### config.mk
export PLATFORM = sky130hd
export DESIGN_NAME = scalar_scoreboard
export DESIGN_NICKNAME = d
export VERILOG_FILES = /design/src/rtl/scalar_scoreboard_pkg.sv /design/src/rtl/scalar_scoreboard_rstat_table.sv /design/src/rtl/scalar_scoreboard.sv
export SDC_FILE = /design/constraint.sdc
export NUM_CORES = 1
export LEC_CHECK = 0
export CAP_MARGIN = 0
export CORE_UTILIZATION = 50
export DETAILED_ROUTE_END_ITERATION = 16
export PLACE_DENSITY = 0.77
export SYNTH_ARGS = -nofsm -noshare
export SYNTH_HDL_FRONTEND = slang
export SYNTH_SLANG_ARGS = --single-unit
export TNS_END_PERCENT = 10
### constraint.sdc
create_clock -name CLK -period 3.2 [get_ports CLK]
set_input_delay 0.64 -clock CLK [delete_from_list [all_inputs] [get_ports CLK]]
set_output_delay 0.64 -clock CLK [all_outputs]
set_load 0.01 [all_outputs]
### src/rtl/scalar_scoreboard_pkg.sv
// -----------------------------------------------------------------------------
// scalar_scoreboard_pkg
// Shared types for the scalar scoreboard: FU enumeration, per-row FSM states,
// the FUST row layout and the full table snapshot type.
// No ports (package).
// -----------------------------------------------------------------------------
package scalar_scoreboard_pkg;

    localparam int NUM_FU_S = 3;
    localparam int REG_W_S  = 5;
    localparam int TAG_W_S  = 2;

    localparam logic [TAG_W_S-1:0] TAG_READY = '0;

    typedef enum logic [1:0] {
        FU_ALU    = 2'd0,
        FU_LD_ST  = 2'd1,
        FU_BRANCH = 2'd2
    } fu_scalar_t;

    typedef enum logic [1:0] {
        IDLE     = 2'd0,
        WAIT_OPS = 2'd1,
        READY    = 2'd2,
        EXEC     = 2'd3
    } row_state_t;

    typedef struct packed {
        row_state_t           state;
        logic                 busy;
        logic [REG_W_S-1:0]   r;
        logic [REG_W_S-1:0]   r1;
        logic [REG_W_S-1:0]   r2;
        logic [TAG_W_S-1:0]   t1;
        logic [TAG_W_S-1:0]   t2;
    } fust_row_t;

    typedef fust_row_t [NUM_FU_S-1:0] fust_s_t;

    // Producer tag for FU f: 0 is reserved for "operand ready".
    function automatic logic [TAG_W_S-1:0] fu_tag(input int f);
        return TAG_W_S'(f + 1);
    endfunction

    // Clears a tag whose producer completes this cycle.
    function automatic logic [TAG_W_S-1:0] wake_tag(
        input logic [TAG_W_S-1:0]  tag,
        input logic [NUM_FU_S-1:0] done
    );
        logic [TAG_W_S-1:0] res;
        res = tag;
        for (int f = 0; f < NUM_FU_S; f++) begin
            if (done[f] && tag == fu_tag(f)) res = TAG_READY;
        end
        return res;
    endfunction

endpackage

### src/rtl/scalar_scoreboard_rstat_table.sv
// -----------------------------------------------------------------------------
// scalar_scoreboard_rstat_table
// Register result-status table: one producer tag per architectural register.
// Ports:
//   CLK, RST                  clock, synchronous active-high reset
//   rd0/rd1/rd2_idx -> _tag   three combinational read ports
//   set_en/idx/tag            single write port (dispatch of a new producer)
//   clr_en/idx/tag            one clear port per FU (completion)
// A clear only takes effect while the entry still holds that FU's tag, and a
// set to the same entry in the same cycle wins over any clear.
// -----------------------------------------------------------------------------
module scalar_scoreboard_rstat_table #(
    parameter int REG_W  = 5,
    parameter int TAG_W  = 2,
    parameter int NUM_FU = 3
) (
    input  logic                    CLK,
    input  logic                    RST,
    input  logic [REG_W-1:0]        rd0_idx,
    input  logic [REG_W-1:0]        rd1_idx,
    input  logic [REG_W-1:0]        rd2_idx,
    output logic [TAG_W-1:0]        rd0_tag,
    output logic [TAG_W-1:0]        rd1_tag,
    output logic [TAG_W-1:0]        rd2_tag,
    input  logic                    set_en,
    input  logic [REG_W-1:0]        set_idx,
    input  logic [TAG_W-1:0]        set_tag,
    input  logic [NUM_FU-1:0]       clr_en,
    input  logic [NUM_FU*REG_W-1:0] clr_idx,
    input  logic [NUM_FU*TAG_W-1:0] clr_tag
);

    logic [TAG_W-1:0] r_tags [2**REG_W];

    always_ff @(posedge CLK) begin
        if (RST) begin
            for (int i = 0; i < 2**REG_W; i++) r_tags[i] <= '0;
        end else begin
            for (int i = 0; i < 2**REG_W; i++) begin
                if (set_en && set_idx == REG_W'(i)) begin
                    r_tags[i] <= set_tag;
                end else begin
                    for (int f = 0; f < NUM_FU; f++) begin
                        if (clr_en[f] && clr_idx[f*REG_W +: REG_W] == REG_W'(i) &&
                            r_tags[i] == clr_tag[f*TAG_W +: TAG_W]) begin
                            r_tags[i] <= '0;
                        end
                    end
                end
            end
        end
    end

    assign rd0_tag = r_tags[rd0_idx];
    assign rd1_tag = r_tags[rd1_idx];
    assign rd2_tag = r_tags[rd2_idx];

endmodule

### src/rtl/scalar_scoreboard.sv
// -----------------------------------------------------------------------------
// scalar_scoreboard
// Scalar FU status table plus register result-status table between dispatch
// and the ALU / LD_ST / BRANCH units.
// Ports:
//   CLK, RST                      clock, synchronous active-high reset
//   disp_valid/fu/rd/rs1/rs2      dispatched instruction
//   disp_hazard, disp_accept      structural/WAW stall and accept (comb)
//   issue_valid, issue_ready      per-FU issue handshake
//   issue_regs                    per FU {rd,rs1,rs2}, FU f at [f*3*REG_W +: 3*REG_W]
//   wb_req, wb_ok                 per-FU writeback handshake (wb_ok gates WAR)
//   fust_out                      table snapshot
// Optional macro SCOREBOARD_WB_RELEASE_EN: a row completing this cycle may be
// re-dispatched in the same cycle (no bubble).
//
// Row FSM:
//   state    | meaning
//   IDLE     | row free
//   WAIT_OPS | accepted, at least one source tag pending
//   READY    | operands ready, issue_valid asserted
//   EXEC     | FU has read operands, waiting for writeback
// -----------------------------------------------------------------------------
module scalar_scoreboard
    import scalar_scoreboard_pkg::*;
#(
    parameter int NUM_FU = NUM_FU_S,
    parameter int REG_W  = REG_W_S,
    parameter int TAG_W  = TAG_W_S
) (
    input  logic                      CLK,
    input  logic                      RST,
    input  logic                      disp_valid,
    input  logic [1:0]                disp_fu,
    input  logic [REG_W-1:0]          disp_rd,
    input  logic [REG_W-1:0]          disp_rs1,
    input  logic [REG_W-1:0]          disp_rs2,
    output logic                      disp_hazard,
    output logic                      disp_accept,
    output logic [NUM_FU-1:0]         issue_valid,
    input  logic [NUM_FU-1:0]         issue_ready,
    output logic [NUM_FU*3*REG_W-1:0] issue_regs,
    input  logic [NUM_FU-1:0]         wb_req,
    output logic [NUM_FU-1:0]         wb_ok,
    output fust_s_t                   fust_out
);

    fust_s_t                  r_fust;
    logic [NUM_FU-1:0]        w_complete;
    logic [TAG_W-1:0]         w_rs1_tag, w_rs2_tag, w_rd_tag;
    logic [TAG_W-1:0]         w_t1_new, w_t2_new;
    logic [TAG_W-1:0]         w_t1_woken [NUM_FU];
    logic [TAG_W-1:0]         w_t2_woken [NUM_FU];
    logic                     w_fu_ok, w_struct, w_waw, w_accept;
    logic [NUM_FU*REG_W-1:0]  w_clr_idx;
    logic [NUM_FU*TAG_W-1:0]  w_clr_tag;
    logic [NUM_FU-1:0]        w_clr_en;

    // WAR check: another waiting/ready row still needs the old value of r_f
    // if it reads r_f but its tag does not point at FU f.
    always_comb begin
        wb_ok = '1;
        for (int f = 0; f < NUM_FU; f++) begin
            for (int g = 0; g < NUM_FU; g++) begin
                if (g != f && r_fust[f].r != '0 &&
                    (r_fust[g].state == WAIT_OPS || r_fust[g].state == READY) &&
                    ((r_fust[g].r1 == r_fust[f].r && r_fust[g].t1 != fu_tag(f)) ||
                     (r_fust[g].r2 == r_fust[f].r && r_fust[g].t2 != fu_tag(f)))) begin
                    wb_ok[f] = 1'b0;
                end
            end
        end
    end

    always_comb begin
        for (int f = 0; f < NUM_FU; f++) begin
            w_complete[f]  = wb_req[f] && wb_ok[f] && (r_fust[f].state == EXEC);
            issue_valid[f] = (r_fust[f].state == READY);
            issue_regs[f*3*REG_W +: 3*REG_W] = {r_fust[f].r, r_fust[f].r1, r_fust[f].r2};
            w_clr_en[f]    = w_complete[f] && (r_fust[f].r != '0);
            w_clr_idx[f*REG_W +: REG_W] = r_fust[f].r;
            w_clr_tag[f*TAG_W +: TAG_W] = fu_tag(f);
        end
        for (int f = 0; f < NUM_FU; f++) begin
            w_t1_woken[f] = wake_tag(r_fust[f].t1, w_complete);
            w_t2_woken[f] = wake_tag(r_fust[f].t2, w_complete);
        end
    end

    // An encoding beyond the last FU is treated as permanently busy.
    assign w_fu_ok = int'(disp_fu) < NUM_FU;

`ifdef SCOREBOARD_WB_RELEASE_EN
    assign w_struct = !w_fu_ok || (r_fust[disp_fu].busy && !w_complete[disp_fu]);
`else
    assign w_struct = !w_fu_ok || r_fust[disp_fu].busy;
`endif

    assign w_waw       = (disp_rd != '0) && (w_rd_tag != TAG_READY);
    assign disp_hazard = disp_valid && (w_struct || w_waw);
    assign w_accept    = disp_valid && !disp_hazard;
    assign disp_accept = w_accept;

    // Captured tags also see same-cycle completions so no wakeup is lost.
    assign w_t1_new = (disp_rs1 == '0) ? TAG_READY : wake_tag(w_rs1_tag, w_complete);
    assign w_t2_new = (disp_rs2 == '0) ? TAG_READY : wake_tag(w_rs2_tag, w_complete);

    always_ff @(posedge CLK) begin
        if (RST) begin
            r_fust <= '0;
        end else begin
            for (int f = 0; f < NUM_FU; f++) begin
                if (w_accept && int'(disp_fu) == f) begin
                    r_fust[f].busy  <= 1'b1;
                    r_fust[f].state <= (w_t1_new != TAG_READY || w_t2_new != TAG_READY)
                                       ? WAIT_OPS : READY;
                    r_fust[f].r     <= disp_rd;
                    r_fust[f].r1    <= disp_rs1;
                    r_fust[f].r2    <= disp_rs2;
                    r_fust[f].t1    <= w_t1_new;
                    r_fust[f].t2    <= w_t2_new;
                end else if (w_complete[f]) begin
                    r_fust[f] <= '0;
                end else begin
                    r_fust[f].t1 <= w_t1_woken[f];
                    r_fust[f].t2 <= w_t2_woken[f];
                    case (r_fust[f].state)
                        WAIT_OPS: if (w_t1_woken[f] == TAG_READY && w_t2_woken[f] == TAG_READY)
                                      r_fust[f].state <= READY;
                        READY:    if (issue_ready[f]) r_fust[f].state <= EXEC;
                        default:  ;
                    endcase
                end
            end
        end
    end

    scalar_scoreboard_rstat_table #(
        .REG_W  (REG_W),
        .TAG_W  (TAG_W),
        .NUM_FU (NUM_FU)
    ) u_rstat (
        .CLK     (CLK),
        .RST     (RST),
        .rd0_idx (disp_rs1),
        .rd1_idx (disp_rs2),
        .rd2_idx (disp_rd),
        .rd0_tag (w_rs1_tag),
        .rd1_tag (w_rs2_tag),
        .rd2_tag (w_rd_tag),
        .set_en  (w_accept && disp_rd != '0),
        .set_idx (disp_rd),
        .set_tag (TAG_W'(int'(disp_fu) + 1)),
        .clr_en  (w_clr_en),
        .clr_idx (w_clr_idx),
        .clr_tag (w_clr_tag)
    );

    assign fust_out = r_fust;

endmodule

Word-level counts from Yosys, hierarchy flattened
Memories as Yosys holds them, arrays and structs flattened.
Index checks and enable logic that the tools add are counted.

storage, ports and cells
  register bits after elaboration = 66
  RAM bits = 64
  output and inout port bits = 119
  word-level logic and storage cells = 1438
  memories = 1

memory list
  memory          depth  width  rd ports  clocked after memory_dff  wr ports  line                                 source
  u_rstat.r_tags  32     2      35        0                         32        scalar_scoreboard_rstat_table.sv:33  logic [TAG_W-1:0] r_tags [2**REG_W];

cells by class
  add/sub/neg operators = 1
  magnitude comparators = 2
  equality and inequality tests = 285
  multiplexer cells = 666
  bitwise logic cells = 128
  reduce and logical (&&, ||, !) cells = 334

operators with widths
  operator              number
  $mux W1               488
  $mux W2               164
  $eq A5 B5 Y1 const B  64
  $logic_and A1 B1 Y1   291
  $eq A2 B2 Y1 const B  88
  $eq A5 B4 Y1 const B  32
  $or A1 B1 Y1          128
  $eq A2 B1 Y1 const B  43
  $eq A5 B3 Y1 const B  16
  $mux W22              3
  $eq A5 B5 Y1          12
  $mux W16              3
  $bmux W22 S2          1
  $eq A5 B2 Y1 const B  8
  $logic_not A5 Y1      6
  $eq A5 B1 Y1 const B  4
  $mux W20              1
  $reduce_bool A5 Y1    4
  $ne A2 B2 Y1 const B  8
  $logic_not A2 Y1      7
  $logic_or A1 B1 Y1    12
  $mux W4               3
  $ne A4 B1 Y1 const B  3
  $ne A4 B2 Y1 const B  3
  9 further kinds       24

Longest topological paths before layout
  depth in word-level cells = 18
  gate-level depth with buffers = 13
  depth with buffers taken out = 10

By module
Synthesis repeated with hierarchy kept, for this count alone.

unflattened totals
  cells, all modules = 1520
  area, all modules = 12383.1 um2

modules (own cells, without submodules)
  module                         times used  cells each  area an instance (um2)
  scalar_scoreboard_rstat_table  1           938         7846.3
  scalar_scoreboard              1           582         4536.9

Worst setup path after synthesis
No wires, ideal clock.

  path kind = input to register
  start = in disp_rs1[0]
  end = reg r_fust, in the netlist fust_out[42]
  arrival time = 3088 ps
  path slack = -3 ps
  stages = 9
  path buffers = 1
  cells stage by stage = buf_2 > mux4_2 > mux4_2 > mux2i_1 > o211ai_1 > o31ai_1 > o32ai_1 > or4_1 > and3_1

on the way
  cells in the longest elaborated chain, start to end = 11

ends and longest elaborated chain
  item                  line                         source
  start, declared       scalar_scoreboard.sv:35      input logic [REG_W-1:0] disp_rs1,
  $mem_v2 Z32 W2        n/a
  $eq A2 B1 Y1          scalar_scoreboard_pkg.sv:53  if (done[f] && tag == fu_tag(f)) res = TAG_READY;
  $logic_and A1 B1 Y1   scalar_scoreboard_pkg.sv:53
  $mux W2 (3 in a row)  scalar_scoreboard_pkg.sv:53
  $mux W2 *             scalar_scoreboard.sv:104     assign w_t1_new = (disp_rs1 == '0) ? TAG_READY : wake_tag(w_rs1_tag, w_complete);
  $reduce_bool A2 Y1 *  scalar_scoreboard.sv:114     r_fust[f].state <= (w_t1_new != TAG_READY || w_t2_new != TAG_READY)
  $logic_or A1 B1 Y1 *  scalar_scoreboard.sv:114
  $mux W2 *             scalar_scoreboard.sv:115     ? WAIT_OPS : READY;
  $mux W22 *            scalar_scoreboard.sv:112     if (w_accept && int'(disp_fu) == f) begin
  end, declared         scalar_scoreboard.sv:47      fust_s_t r_fust;

Every way passes the cells marked *; elsewhere a longest branch is shown, timed or not.
A chain may end at the register's enable or synchronous reset.

Worst setup path in the final report
  start = reg r_fust, in the netlist fust_out[18]
  end = out wb_ok[0]

on the way
  cells in the longest elaborated chain, start to end = 6

ends and longest elaborated chain
  item                                    line                                              source
  $eq A5 B5 Y1 (on tied branches)         scalar_scoreboard.sv:66, scalar_scoreboard.sv:67
  $logic_and A1 B1 Y1 (on tied branches)  scalar_scoreboard.sv:66, scalar_scoreboard.sv:67
  $logic_or A1 B1 Y1                      scalar_scoreboard.sv:66                           ((r_fust[g].r1 == r_fust[f].r && r_fust[g].t1 != fu_tag(f)) ||
  $logic_and A1 B1 Y1                     scalar_scoreboard.sv:65                           (r_fust[g].state == WAIT_OPS || r_fust[g].state == READY) &&
  $mux W1                                 scalar_scoreboard.sv:64                           if (g != f && r_fust[f].r != '0 &&
  $mux W1 *                               scalar_scoreboard.sv:64
  end, declared                           scalar_scoreboard.sv:43                           output logic [NUM_FU-1:0] wb_ok,

Marks and branches as above.

==> impl_results.md <==
- Antenna-violating nets left: 0
- Critical path depth: 7
- Netlist cell types: 74
- Internal: 3.83 mW
- Die height: 142 um
- Worst hold-check path type: register to register
- Initial antenna violation count: 0
- Unrepaired setup endpoints after global routing: yes
- Drt total wl: 39.4 mm
- H-tree levels: 4
- Worst Path Max Fanout: 4
- Nets: 1402
- Clock power frac: 34.8%
- Place WS: -0.942 ns
- Ys Warns: 0
- Main synth FF type: dfxtp_1
- Commonest non-fill, non-tap cells in the layout: 188 x buf_4, 133 x clkdlybuf4s50_1, 109 x nand2_1, 104 x nor2_1, 70 x a21oi_1
- Number of global-route vias before repair: 10100
- Critical Path Sink Type: primary output
- CP max stage cell: clkdlybuf4s50_1
- Clock Skew: 0.0103 ns
- Root buf cell: clkbuf_16
- R2R Path Start: fust_out[38]
- PwrDens: 421 nW/um^2
- Area Overhead vs Synth: 36.8%
- CP Launch Type: register
- CP Data Required Time: 2.56 ns
- Post-layout min period: 3.23 ns
- Placed cells: 1579
- Final Max Slew Viols: 0
- Reg power frac: 34.7%
- Row cnt: 50
- Synthesized instance count: 1124
- Maximum vdd drop: 0.373 mV
- Worst-skew pair later-pin latency: 0.43 ns
- Layout cells sized above 1: 25.9%
- Core area: 19000 um^2
- Setup crit end: wb_ok[0]
- Full die area: 20300 um^2
- Critical path's top delay family: buffers and inverters
- Design Power: 5.68 mW
- Largest net degree at the start of global routing: 96
- Combinational fraction of design power: 30.4%
- Post-layout util: 70.9%
- Final setup vio count: 1
- Sequential area share after synthesis: 32.9%
- R2R depth: 9
- CTS tree: built
- Final worst setup slack: -0.0349 ns
- Most common cell after layout, fill and taps aside: buf_4
- Post-synthesis register bit count: 130
- Outcome: finished with violations
- Hold Crit Depth: 2
- Global-route wire length before repair: 58.6 mm
- Max incr delay on CP: 0.54 ns
- Async S/R FF share, synth: 0%
- DP HPWL: 28.6 mm
- Worst slew pin tran: 0.852 ns
- Fin cells: 1633
- Drt pass-1 iters: 6
- Critical Path Source: fust_out[18]
- Inserted Diodes: 0
- Clock Tree Buf Depth: 2
- Clock-pin slew on the worst setup and hold paths: 0.06 ns
- CTS Buf Count: 17
- Starting Density: 51.8%
- Wire length per cell: 24.1 um
- Final hold vios: 0
- Arrival time worst endpoint: 2.59 ns
- Avg Cell Area, Syn: 8.77 um^2
- CTS Hold Bufs: 0
- Peak Freq: 309 MHz
- Final worst path period share: 101%
- Critical-path cell list: buf_4, xor2_1, nor4_2, a22o_1, o32ai_4, buf_4, clkdlybuf4s50_1
- Placer congestion estimate: 1.04
- # IOs: 145
- Iteration-0 DRC Markers: 1582
- Crit path top cell by count: buf_4
- MaxCap Viol Count: 0
- Failing checks: setup timing
- Total grt overflow: 0
- Lkg Pwr: 5.09 nW
- Worst Path Buf+Inv: 3
- Sw Share: 32.6%
- Fillers: 1509
- Chip Width: 142 um
- Crit path kind: register to primary output
- Post-synth EDFFs: 64
- Post-Syn Area: 9860 um^2
- Setup slack, reg-to-reg: 0.05 ns
- Max_slew headroom: 42.5%
- Drc violations: 0
- Routed vias: 10700
- Sw Pwr: 1.85 mW
- Global Route Usage Sum: 38.8%
- FF-to-FF End: u_rstat.r_tags[14][1]
- IO Port Bufs: 144
- Average via count per standard cell: 6.57
- CTS Sinks: 130
how the worst min path moves through the flow:
stage / from / to / slack [ns]
floorplan: fust_out[19] / fust_out[19] / 0.49
global placement: fust_out[19] / fust_out[19] / 0.48
detailed placement: fust_out[19] / fust_out[19] / 0.48
CTS: fust_out[19] / fust_out[19] / 0.50
global route: fust_out[31] / fust_out[31] / 0.53
finish: fust_out[19] / fust_out[19] / 0.50
stage by stage:
step                cell area [um^2]  hold slack (ns)  TNS [ns]
finish                         13500            0.496   -0.0349
global route                   13500            0.529    -0.242
CTS                            13300            0.495    -0.227
detailed placement             12400            0.481    -65.05
global placement               12400            0.476    -60.40
floorplan                       9860            0.492         0
cell type report:
| type | count | area [um^2] | area share [%] |
|---|---|---|---|
| Inverter | 28 | 105 | 0.779 |
| Clock buffer | 18 | 450 | 3.34 |
| Sequential cell | 130 | 3270 | 24.2 |
| Clock inverter | 14 | 138 | 1.02 |
| Timing Repair Buffer | 350 | 3160 | 23.4 |
| Multi-Input combinational cell | 833 | 6040 | 44.8 |
| Tap cell | 260 | 325 | 2.41 |
cells in the mapped netlist, types with 10 or more instances:
| cell type | instances | share of area, % |
|---|---|---|
| nor2b_1 | 13 | 0.82 |
| ha_1 | 16 | 2.0 |
| o311ai_0 | 12 | 1.1 |
| buf_2 | 27 | 1.4 |
| nand3_1 | 69 | 3.5 |
| buf_4 | 45 | 3.4 |
| clkbuf_1 | 53 | 2.0 |
| xor2_1 | 35 | 3.1 |
| xnor2_1 | 25 | 2.2 |
| nor4_1 | 17 | 1.1 |
| o21ai_0 | 33 | 1.7 |
| o31ai_1 | 10 | 0.76 |
| nand4_1 | 15 | 0.95 |
| edfxtp_1 | 64 | 19 |
| nor3_1 | 38 | 1.9 |
| and2_1 | 32 | 2.0 |
| a21oi_1 | 70 | 3.6 |
| nor2_1 | 105 | 4.0 |
| mux4_2 | 42 | 9.6 |
| dfxtp_1 | 66 | 13 |
| nand2_1 | 110 | 4.2 |
| and3_1 | 18 | 1.1 |
| inv_1 | 28 | 1.1 |
| a31oi_1 | 13 | 0.82 |
worst register-to-register path, stage by stage (launching register included):
cell,delay [ns]
dfxtp_1,0.42
buf_4,0.19
xor2_1,0.15
nor4_1,0.07
buf_4,0.14
nand3_1,0.07
and4_4,0.32
o21a_1,0.30
nand3_1,0.29
o311ai_0,0.83
power groups by stage:
stage | Combinational [mW] | Clock, mW | Sequential (mW)
global placement | 1.50 | 0 | 1.99
floorplan | 0.840 | 0 | 1.99
finish | 1.73 | 1.98 | 1.97
CTS | 1.62 | 1.98 | 1.96
global route | 1.82 | 2.05 | 1.98
detailed placement | 1.53 | 0 | 1.99
kinds of logic (layout without fill, tap and decap cells):
group	Yosys count	count (layout)	synth area share, %
DFF	130	130	32.9
AOI/OAI and AO/OA	228	228	15.9
buffers and inverters	162	410	8.41
xor gates and xnor gates	60	60	5.33
muxes	55	55	11.6
adders and majority gates	16	16	2.03
and+or+nand+nor	472	472	23.8
other	1	2	0.0380
layer usage:
layer / part of all wire (%) / track usage [%] / vias to the layer above
met5: 0 / 0 / -
met4: 6.6 / 23.7 / 0
met3: 11 / 7.97 / 200
met2: 46 / 63.4 / 865
met1: 36 / 47.2 / 5068
li1: - / - / 4602
registers in the layout, indices dropped and copies added (netlist names):
signal          cells
fust_out           66
u_rstat.r_tags     64
timing repair:
item                                    CTS  global route
pin swaps                                13             8
cloned                                    3             0
hold endpoints to repair                  0             0
gates resized for setup                  56            37
setup buffers                             9            10
endpoints found under the setup margin   99            50
Power figures use the tool's default switching activity.
